## src/rtl/pito_test_pkg.sv

```systemverilog
// Shared types and helpers for the pito end-of-test monitor.
//   test_state_e  : monitor FSM states
//   tohost_t      : decoded tohost write (exit flag + 31-bit exit code)
//   decode_tohost : splits raw tohost data into exit flag and code
package pito_test_pkg;

  typedef enum logic [1:0] {
    StIdle,
    StRun,
    StDone,
    StTimeout
  } test_state_e;

  localparam int unsigned TOHOST_EXIT_BIT = 0;
  localparam int unsigned TOHOST_CODE_LSB = 1;

  typedef struct packed {
    logic        exit_flag;
    logic [30:0] code;
  } tohost_t;

  function automatic tohost_t decode_tohost(input logic [31:0] data);
    tohost_t w_dec;
    w_dec.exit_flag = data[TOHOST_EXIT_BIT];
    w_dec.code      = data[31:TOHOST_CODE_LSB];
    return w_dec;
  endfunction

endpackage

```

## src/rtl/pito_sat_counter.sv

```systemverilog
// Saturating up-counter with synchronous clear.
//   clk, rst : clock, synchronous active-high reset
//   i_clear  : zero the count (wins over i_en)
//   i_en     : count up by one, sticking at all-ones
//   o_count  : current count
module pito_sat_counter #(
  parameter int unsigned WIDTH = 32
) (
  input  logic             clk,
  input  logic             rst,
  input  logic             i_clear,
  input  logic             i_en,
  output logic [WIDTH-1:0] o_count
);

  logic [WIDTH-1:0] r_count;

  always_ff @(posedge clk) begin
    if (rst || i_clear) begin
      r_count <= '0;
    end else if (i_en && (r_count != '1)) begin
      r_count <= r_count + 1'b1;
    end
  end

  assign o_count = r_count;

endmodule

```

## src/rtl/pito_test_monitor.sv

```systemverilog
// End-of-test monitor for multi-hart pito benches. Decodes tohost exit writes per
// hart, records pass/fail per hart and runs a cycle-count watchdog.
//   clk, rst            : clock, synchronous active-high reset
//   start_i, hart_en_i  : begin a run with the given set of required harts
//   th_valid_i/hart/data: tohost write port (data[0]=exit, data[31:1]=code)
//   busy_o/finished_o   : run in progress / run ended
//   pass_o, timeout_o   : all enabled harts exited with 0 / watchdog expired
//   done_mask_o, fail_mask_o, first_fail_hart_o, first_fail_code_o : run results
//   cycles_o            : saturating cycle count since start
module pito_test_monitor
  import pito_test_pkg::*;
#(
  parameter int unsigned NUM_HARTS      = 8,
  parameter int unsigned CYCLE_W        = 32,
  parameter int unsigned TIMEOUT_CYCLES = 1000000,
  parameter int unsigned HART_W         = (NUM_HARTS > 1) ? $clog2(NUM_HARTS) : 1
) (
  input  logic                 clk,
  input  logic                 rst,
  input  logic                 start_i,
  input  logic [NUM_HARTS-1:0] hart_en_i,
  input  logic                 th_valid_i,
  input  logic [HART_W-1:0]    th_hart_i,
  input  logic [31:0]          th_data_i,
  output logic                 busy_o,
  output logic                 finished_o,
  output logic                 pass_o,
  output logic                 timeout_o,
  output logic [NUM_HARTS-1:0] done_mask_o,
  output logic [NUM_HARTS-1:0] fail_mask_o,
  output logic [HART_W-1:0]    first_fail_hart_o,
  output logic [30:0]          first_fail_code_o,
  output logic [CYCLE_W-1:0]   cycles_o
);

  test_state_e          r_state, w_state_next;
  logic [NUM_HARTS-1:0] r_en, w_en_next;
  logic [NUM_HARTS-1:0] r_done, w_done_next;
  logic [NUM_HARTS-1:0] r_fail, w_fail_next;
  logic [HART_W-1:0]    r_ff_hart, w_ff_hart_next;
  logic [30:0]          r_ff_code, w_ff_code_next;

  logic [CYCLE_W-1:0]   w_cycles;
  logic [NUM_HARTS-1:0] w_hart_oh;
  logic                 w_start_acc;
  logic                 w_exit;
  logic                 w_last_cycle;
  logic                 w_count_en;
  tohost_t              w_dec;

  assign w_dec       = decode_tohost(th_data_i);
  // Out-of-range hart ids shift the one past the top bit, giving an all-zero select.
  assign w_hart_oh   = NUM_HARTS'(1) << th_hart_i;
  assign w_start_acc = start_i && (r_state != StRun);
  assign w_exit      = th_valid_i && (r_state == StRun) && w_dec.exit_flag &&
                       ((w_hart_oh & r_en & ~r_done) != '0);
  assign w_last_cycle = (w_cycles == CYCLE_W'(TIMEOUT_CYCLES - 1));
  assign w_count_en   = (r_state == StRun);

  pito_sat_counter #(
    .WIDTH(CYCLE_W)
  ) u_cycles (
    .clk    (clk),
    .rst    (rst),
    .i_clear(w_start_acc),
    .i_en   (w_count_en),
    .o_count(w_cycles)
  );

  always_comb begin
    w_state_next   = r_state;
    w_en_next      = r_en;
    w_done_next    = r_done;
    w_fail_next    = r_fail;
    w_ff_hart_next = r_ff_hart;
    w_ff_code_next = r_ff_code;
    unique case (r_state)
      StRun: begin
        if (w_exit) begin
          w_done_next = r_done | w_hart_oh;
          if (w_dec.code != '0) begin
            w_fail_next = r_fail | w_hart_oh;
            if (r_fail == '0) begin
              w_ff_hart_next = th_hart_i;
              w_ff_code_next = w_dec.code;
            end
          end
        end
        // Completion wins over the watchdog when both land on the same cycle.
        if ((w_done_next & r_en) == r_en) begin
          w_state_next = StDone;
        end else if (w_last_cycle) begin
          w_state_next = StTimeout;
        end
      end
      StIdle, StDone, StTimeout: begin
        if (w_start_acc) begin
          w_en_next      = hart_en_i;
          w_done_next    = '0;
          w_fail_next    = '0;
          w_ff_hart_next = '0;
          w_ff_code_next = '0;
          w_state_next   = (hart_en_i == '0) ? StDone : StRun;
        end
      end
      default: w_state_next = StIdle;
    endcase
  end

  always_ff @(posedge clk) begin
    if (rst) begin
      r_state   <= StIdle;
      r_en      <= '0;
      r_done    <= '0;
      r_fail    <= '0;
      r_ff_hart <= '0;
      r_ff_code <= '0;
    end else begin
      r_state   <= w_state_next;
      r_en      <= w_en_next;
      r_done    <= w_done_next;
      r_fail    <= w_fail_next;
      r_ff_hart <= w_ff_hart_next;
      r_ff_code <= w_ff_code_next;
    end
  end

  assign busy_o            = (r_state == StRun);
  assign finished_o        = (r_state == StDone) || (r_state == StTimeout);
  assign timeout_o         = (r_state == StTimeout);
  assign pass_o            = (r_state == StDone) && (r_fail == '0) && (r_en != '0);
  assign done_mask_o       = r_done;
  assign fail_mask_o       = r_fail;
  assign first_fail_hart_o = r_ff_hart;
  assign first_fail_code_o = r_ff_code;
  assign cycles_o          = w_cycles;

endmodule
```

## config.mk

```make
export PLATFORM = sky130hd
export DESIGN_NAME = pito_test_monitor
export DESIGN_NICKNAME = d
export VERILOG_FILES = /design/src/rtl/pito_test_pkg.sv /design/src/rtl/pito_sat_counter.sv /design/src/rtl/pito_test_monitor.sv
export SDC_FILE = /design/constraint.sdc
export NUM_CORES = 1
export LEC_CHECK = 0
export CORE_UTILIZATION = 46
export DETAILED_ROUTE_END_ITERATION = 10
export GPL_TIMING_DRIVEN = 0
export PLACE_DENSITY_LB_ADDON = 0.25
export SYNTH_ARGS = -nofsm -noshare
export SYNTH_HDL_FRONTEND = slang
export SYNTH_SLANG_ARGS = --single-unit
```

## constraint.sdc

```tcl
create_clock -name clk -period 2.8 [get_ports clk]
set_input_delay 0.28 -clock clk [delete_from_list [all_inputs] [get_ports clk]]
set_output_delay 0.28 -clock clk [all_outputs]
set_load 0.02 [all_outputs]
```

* Yosys cells after proc, flatten, opt, wreduce, memory -nomap -nowiden
Cells that the tools add are included.
Storage, ports and cells: register bits after elaboration 92, bits of input ports 47, output and inout bits 86, logic and storage cells 69
Operators by class: $add $sub $neg 1, equal/unequal tests 12, shift-type cells 1, muxes and demuxes 22, bitwise gates (word level) 6, reduce and logical (&&, ||, !) cells 20
Operators by type and width (count):
- $mux W31 | 4
- $pmux W31 S2 | 1
- $mux W8 | 5
- $add A32 B1 Y32 const B | 1
- $eq A32 B20 Y1 const B | 1
- $ne A32 B32 Y1 const B | 1
- $pmux W8 S2 | 2
- $reduce_bool A31 Y1 | 1
- $and A8 B8 Y8 | 3
- $logic_not A8 Y1 | 2
- $or A8 B8 Y8 | 2
- $reduce_bool A8 Y1 | 2
- $mux W3 | 4
- $eq A8 B8 Y1 | 1
- $mux W2 | 4
- $not A8 Y8 | 1
- $shl A1 B3 Y8 const A | 1
- $logic_and A1 B1 Y1 | 7
- $ne A2 B2 Y1 const B | 3
- $pmux W3 S2 | 1
- $eq A2 B2 Y1 const B | 2
- $ne A2 B1 Y1 const B | 2
- $pmux W2 S2 | 1
- $reduce_and A2 Y1 | 2
- other kinds (7) | 8

* Longest topological paths before layout
Gate-level depths: netlist of the first run.
word-level depth 11, gate-level depth with buffers 10, mapped depth without buffers 8

* Hierarchy
A second synthesis of the first run with hierarchy kept.
Second synthesis, totals: cells, all modules 532, area, all modules 4421.7 µm²
Modules (own cells, without submodules):
- pito_test_monitor | instances 1, cells each 343, area each 2740.1 µm², sequential area each 1201.2 µm²
- pito_sat_counter | instances 1, cells each 189, area each 1681.6 µm², sequential area each 640.6 µm²

* Least setup slack after synthesis of the first run
Ideal clock, no wire load.
path type register to output, start register r_fail[7], in the netlist fail_mask_o[7], end output port pass_o, arrival time 1.931 ns, data required time 2.520 ns, slack 0.589 ns, cell stages (with the launch flop) 4, path buffers 0, cells stage by stage dfxtp_1 > nor4_1 > nand2_1 > a2111oi_0
Between the ends: longest elaborated chain between the ends 3
RTL lines:
- from (decl) | line pito_test_monitor.sv:39 | logic [NUM_HARTS-1:0] r_fail, w_fail_next;
- from (signal assigned) | line pito_test_monitor.sv:122 | r_fail <= w_fail_next;
- $logic_not A8 Y1 | line pito_test_monitor.sv:131 | assign pass_o = (r_state == StDone) && (r_fail == '0) && (r_en != '0);
- $logic_and A1 B1 Y1 (2 in series) | line pito_test_monitor.sv:131
- to (decl) | line pito_test_monitor.sv:27 | output logic pass_o,
No other way between the ends.

* Worst setup path in the final report of the first run
Ends and elaborated chain as after synthesis.

==> results.py, run 1 <==
metrics = {
    "grt": {
        "antenna_found_initial": 0,
        "first_global_vias": 3757,
        "grt_use_total_pct": 24.22,
        "grt_max_degree": 16,
        "grt_pass1_wl_um": 17310,
        "grt-ovfl-total": 0,
    },
    "pwr": {
        "p_leak_uw": 0.002017,
        "power.ir.vdd_worst_mv": 0.3156,
        "power_density_nw_per_um2": 468.4,
    },
    "timing": {
        "slew_violations": 0,
        "tightest_slew_ns": 0.6609,
        "hold_viol": 0,
        "worst_slack_ns": 0.1406,
        "post-route-period-util_pct": 94.98,
        "clock_skew_ns": 0.007737,
        "setup_viol": 0,
        "fmax_mhz": 376.0,
        "period_minus_slack_ns": 2.659,
        "relSlewSlack_pct": 55.78,
    },
    "worst_setup_path": {
        "cp-start-kind": "flop",
        "crit_arrival_ns": 2.38,
        "cp_max_fo": 3,
        "crit_type": "flop to output port",
        "required_ns": 2.52,
        "end_kind": "output port",
    },
    "floorplanning": {
        "die_area_sq_um": 9314,
        "num_rows": 34,
        "core-area_sq_um": 8678,
        "start_util_pct": 47.35,
        "die_h_um": 96.51,
        "die_x_um": 96.51,
        "pin_count": 133,
    },
    "place": {
        "globalplace.congestion": 0.8764,
        "hpwl_um": 8336,
        "dp.cells": 705,
        "pre_cts_slack_ns": 0.1189,
        "numPortBuffers": 131,
    },
    "clock_tree": {
        "clkLatencyLatePin_ns": 0.36,
        "clock-sinks": 92,
        "clk_pin_slew_worst_paths_ns": 0.09,
        "clk_path_buf_depth": 2,
        "cts_buffers": 9,
        "cts_hold_buf": 0,
        "cts_resized": 0,
        "htree_num_levels": 3,
        "post_cts.repair.setup_buffers": 0,
        "cts_root_buf": "clkbuf_8",
        "cts_tree": "done",
    },
    "logic_synthesis": {
        "avgSynthCellArea_sq_um": 8.817,
        "synth_cell_type_count": 47,
        "yosysSeqAreaShare_pct": 44.82,
        "synthesis.area_sq_um": 4109,
        "syn-num-nets": 514,
        "synth-edff-count": 0,
        "synth_top_area_cell": "dfxtp_1",
        "synthArstFlopShare_pct": 0,
        "synth_top_area_share_pct": 44.82,
        "synth_area_leaders": "dfxtp_1 (45%), nor2_1 (8.1%), a22oi_1 (5.3%)",
        "yosys_most_used_dff": "dfxtp_1",
        "yosys_register_bits": 92,
        "yosys_warnings": 0,
        "synthCells": 466,
    },
    "routing": {
        "postRouteAntennaNets": 0,
        "via_per_inst": 5.528,
        "drt_iter0_drc": 238,
        "first_pass_iters": 5,
        "wl_per_cell_um": 15.30,
        "vias": 3980,
        "drc": 0,
        "wl_um": 11020,
    },
    "cells_and_area": {
        "n_antenna_cell": 0,
        "synthToLayoutAreaGrowth_pct": 41.11,
        "drive_gt1_share_pct": 9.314,
        "stdcell_count": 720,
        "finalNetCount": 656,
        "layout_common_cells": "clkdlybuf4s50_1 (131), dfxtp_1 (92), nor2_1 (89)",
        "final_common_cell": "clkdlybuf4s50_1",
    },
    "worst_hold_path": {
        "min_path_type": "input pin to flop",
    },
    "status": {
        "status": "complete, no violations",
    },
    "job": {
        "drv_cap": 0,
    },
}
## cells by family after synthesis
group / share of synthesized area (%)
compound gates: 14.53
xor+xnor: 6.395
fa+ha+maj: 0.3045
buf+inv: 4.476
flops: 44.82
mux: 1.614
simple gates: 27.86
## final timing paths
kind,end,slack [ns],depth (start not counted),from
worst max-delay path,pass_o,0.14,4,fail_mask_o[7]$_SDFFE_PP0P_
worst min-delay path,first_fail_hart_o[1]$_SDFFE_PP0P_,0.24,3,th_hart_i[1]
worst max register to register,r_state[1]$_SDFFE_PP0P_,0.39,7,r_en[7]$_SDFFE_PP0P_
worst min register to register,r_en[3]$_SDFFE_PP0P_,0.48,2,r_en[3]$_SDFFE_PP0P_
## critical path, stage by stage, from the launching register on
cell	delay [ns]
dfxtp_1	0.33
nor4_1	0.32
nand2_1	0.21
a2111oi_2	0.47
clkdlybuf4s50_1	0.69
## sequential cells by signal (all words and copies together) (netlist names)
name	flops
done_mask_o	8
fail_mask_o	8
first_fail_code_o	31
first_fail_hart_o	3
r_en	8
r_state	2
u_cycles.o_count	32
## cell usage after synthesis, types with 11 or more instances
library cell  number
nand3_1           14
a21oi_1           19
nor2b_1           11
nor2_1            89
nand2_1           35
xor2_1            20
nand4_1           12
a22oi_1           29
nor4_1            20
nor3_1            12
dfxtp_1           92
clkbuf_1          12
## stage by stage
stage	power, uW	utilization (%)	TNS (ns)	hold slack (ns)	instance area (sq um)
4_1_cts	2728	66.74	0	0.2211	5792
3_3_place_gp	1669	64.01	0	0.4599	5555
6_report	2716	66.81	0	0.2408	5798
5_1_grt	2816	66.81	-0.02234	0.2509	5798
3_5_place_dp	1676	64.01	0	0.4666	5555
2_1_floorplan	1536	-	0	0.4160	4109
## area by class of cell
| class | instances | area (sq um) |
|---|---|---|
| fillers | 750 | 2880 |
| clock buffers | 9 | 123.9 |
| multi-input cells | 342 | 2090 |
| flip-flops and latches | 92 | 1842 |
| well taps | 108 | 135.1 |
| repair buffers | 131 | 1311 |
| inverters | 8 | 35.03 |
| clock inverters | 6 | 112.6 |
| plain buffers | 24 | 148.9 |
## routing by layer
layer	part of all wire [%]	vias up	global-route usage, %
met2	47	161	40.08
li1	-	1927	-
met1	42	1867	29.16
met4	2.3	0	10.54
met3	8.4	25	7.042
met5	0	-	0
## power by group
part | internal (uW) | leakage (uW) | switching, uW
combinational | 142 | 0.00115 | 174
clock | 591 | 0.000120 | 473
sequential | 1320 | 0.000743 | 13.6
Note: power is estimated with default switching activity, not from simulation.
==> run 2: changes to the inputs <==
--- a/config.mk
+++ b/config.mk
@@ -7,8 +7,10 @@
 export LEC_CHECK = 0
 export CORE_UTILIZATION = 46
 export DETAILED_ROUTE_END_ITERATION = 10
+export GPL_ROUTABILITY_DRIVEN = 1
 export GPL_TIMING_DRIVEN = 0
 export PLACE_DENSITY_LB_ADDON = 0.25
 export SYNTH_ARGS = -nofsm -noshare
 export SYNTH_HDL_FRONTEND = slang
 export SYNTH_SLANG_ARGS = --single-unit
+export TNS_END_PERCENT = 50
==> results of run 2 <==
The final DEF is identical to that of run 1; final timing and power are the same.
==> run 3: changes to the inputs <==
--- a/config.mk
+++ b/config.mk
@@ -5,7 +5,9 @@
 export SDC_FILE = /design/constraint.sdc
 export NUM_CORES = 1
 export LEC_CHECK = 0
-export CORE_UTILIZATION = 46
+export CORE_UTILIZATION = 48
+export CTS_BUF_LIST = sky130_fd_sc_hd__clkbuf_2 sky130_fd_sc_hd__clkbuf_4 sky130_fd_sc_hd__clkbuf_8
+export CTS_CLUSTER_DIAMETER = 200
 export DETAILED_ROUTE_END_ITERATION = 10
 export GPL_ROUTABILITY_DRIVEN = 1
 export GPL_TIMING_DRIVEN = 0
==> results.py, run 3 (synthesis gave the netlist of run 1 again) <==
metrics = {
    "status": {
        "status": "complete, no violations",
    },
    "cells_and_area": {
        "largest_register_ffs": 32,
        "layout_common_cells": "clkdlybuf4s50_1 (131), dfxtp_1 (92), nor2_1 (89)",
        "final_common_cell": "clkdlybuf4s50_1",
        "drive_gt1_share_pct": 9.462,
        "finalNetCount": 656,
        "n_antenna_cell": 0,
        "fillCellCount": 663,
        "synthToLayoutAreaGrowth_pct": 40.99,
    },
    "floorplanning": {
        "die_area_sq_um": 8934,
        "die_x_um": 94.52,
        "die_h_um": 94.52,
        "pin_count": 133,
        "core-area_sq_um": 8258,
        "start_util_pct": 49.76,
        "num_rows": 33,
    },
    "worst_setup_path": {
        "crit_arrival_ns": 2.41,
        "end_kind": "output port",
        "rr_startpoint": "r_en[7]$_SDFFE_PP0P_",
        "reg2reg_slack_ns": 0.34,
        "critPathLaunch": "fail_mask_o[3]$_SDFFE_PP0P_",
        "crit_type": "flop to output port",
        "ff2ff_path_depth": 7,
        "cp-start-kind": "flop",
        "r2r-end": "r_state[1]$_SDFFE_PP0P_",
        "required_ns": 2.52,
        "cp_max_fo": 3,
    },
    "routing": {
        "wl_per_cell_um": 15.70,
        "vias": 3956,
        "via_per_inst": 5.510,
        "first_pass_iters": 4,
        "drt_iter0_drc": 161,
        "wl_um": 11270,
        "postRouteAntennaNets": 0,
        "drc": 0,
    },
    "timing": {
        "period_minus_slack_ns": 2.691,
        "finalSetupTns_ns": 0,
        "post-route-period-util_pct": 96.12,
        "fmax_mhz": 371.5,
        "clock_skew_ns": 0.01244,
        "tightest_slew_ns": 0.7755,
        "hold_viol": 0,
        "relSlewSlack_pct": 48.11,
        "worst_slack_ns": 0.1085,
        "setup_viol": 0,
        "rsz0062_at_grt": "no",
        "slew_violations": 0,
    },
    "place": {
        "hpwl_um": 8669,
        "globalplace.congestion": 0.9807,
        "numPortBuffers": 131,
        "pre_cts_slack_ns": 0.1571,
    },
    "job": {
        "drv_cap": 0,
    },
    "clock_tree": {
        "clk_path_buf_depth": 2,
        "clk_pin_slew_worst_paths_ns": 0.09,
        "clock-sinks": 92,
        "cts_hold_buf": 0,
        "cts_tree": "done",
        "cts_resized": 2,
        "clkLatencyLatePin_ns": 0.35,
        "cts_root_buf": "clkbuf_8",
        "htree_num_levels": 3,
        "cts_buffers": 9,
        "post_cts.repair.setup_buffers": 0,
    },
    "worst_hold_path": {
        "worstHoldStart": "th_hart_i[1]",
        "hold_depth": 3,
        "min_path_type": "input pin to flop",
        "min_to": "first_fail_hart_o[1]$_SDFFE_PP0P_",
    },
    "grt": {
        "grt_max_degree": 15,
        "grt_pass1_wl_um": 18080,
        "antenna_found_initial": 0,
        "first_global_vias": 3907,
        "grt-ovfl-total": 0,
        "grt_use_total_pct": 25.78,
    },
    "pwr": {
        "power.ir.vdd_worst_mv": 0.2680,
        "p_leak_uw": 0.002018,
        "power_density_nw_per_um2": 461.6,
    },
}
[run 3: cell count changes in the layout (fill, tap and decap cells not counted), sizes merged]
cell	change
bufinv	-1
clkbuf	+4
clkinv	-1
inv	-1
[run 3: layer usage]
metal / vias up / global-route usage [%] / part of all wire [%]
met5: - / 0 / 0
met4: 0 / 11.87 / 2.4
met3: 24 / 5.636 / 6.2
met2: 141 / 45.11 / 50
met1: 1868 / 29.94 / 42
li1: 1923 / - / -
[run 3: through the flow]
step / power, uW / instances / hold slack [ns] / instance area (sq um) / util (%)
2_1_floorplan: 1536 / 466 / 0.4160 / 4109 / -
3_3_place_gp: 1675 / 702 / 0.4609 / 5552 / 67.23
3_5_place_dp: 1680 / 702 / 0.4741 / 5552 / 67.23
4_1_cts: 2690 / 718 / 0.2359 / 5793 / 70.15
5_1_grt: 2769 / 718 / 0.2507 / 5793 / 70.15
6_report: 2674 / 718 / 0.2347 / 5793 / 70.15
[run 3: layout make-up]
class                      count  area [sq um]  area share [%]
buffer                        24         148.9           2.570
clock buffer                  13         166.4           2.873
clock inverter                 3         68.82           1.188
inverter                       8         35.03          0.6048
multi-input combinational    342          2090           36.07
sequential                    92          1842           31.79
tap                          105         131.4           2.268
timing repair buffer         131          1311           22.64
[run 3: worst max-delay path, cell delays in order, from the launching register on]
cell and delay [ns]:
dfxtp_1 0.34, nor4_1 0.33, nand2_1 0.22, a2111oi_2 0.49, clkdlybuf4s50_1 0.68
[run 3: worst max path at each step]
| stage | endpoint | slack (ns) | depth (start not counted) |
|---|---|---|---|
| 2_1_floorplan | pass_o | 0.59 | 3 |
| 3_3_place_gp | r_state[1]$_SDFFE_PP0P_ | 0.19 | 7 |
| 3_5_place_dp | r_state[1]$_SDFFE_PP0P_ | 0.16 | 7 |
| 4_1_cts | pass_o | 0.12 | 4 |
| 5_1_grt | pass_o | 0.01 | 4 |
| 6_report | pass_o | 0.11 | 4 |
[run 3: power breakdown]
part           switching [uW]  internal (uW)
clock                     447            574
sequential               13.8           1320
combinational             175            142
total                     636           2040
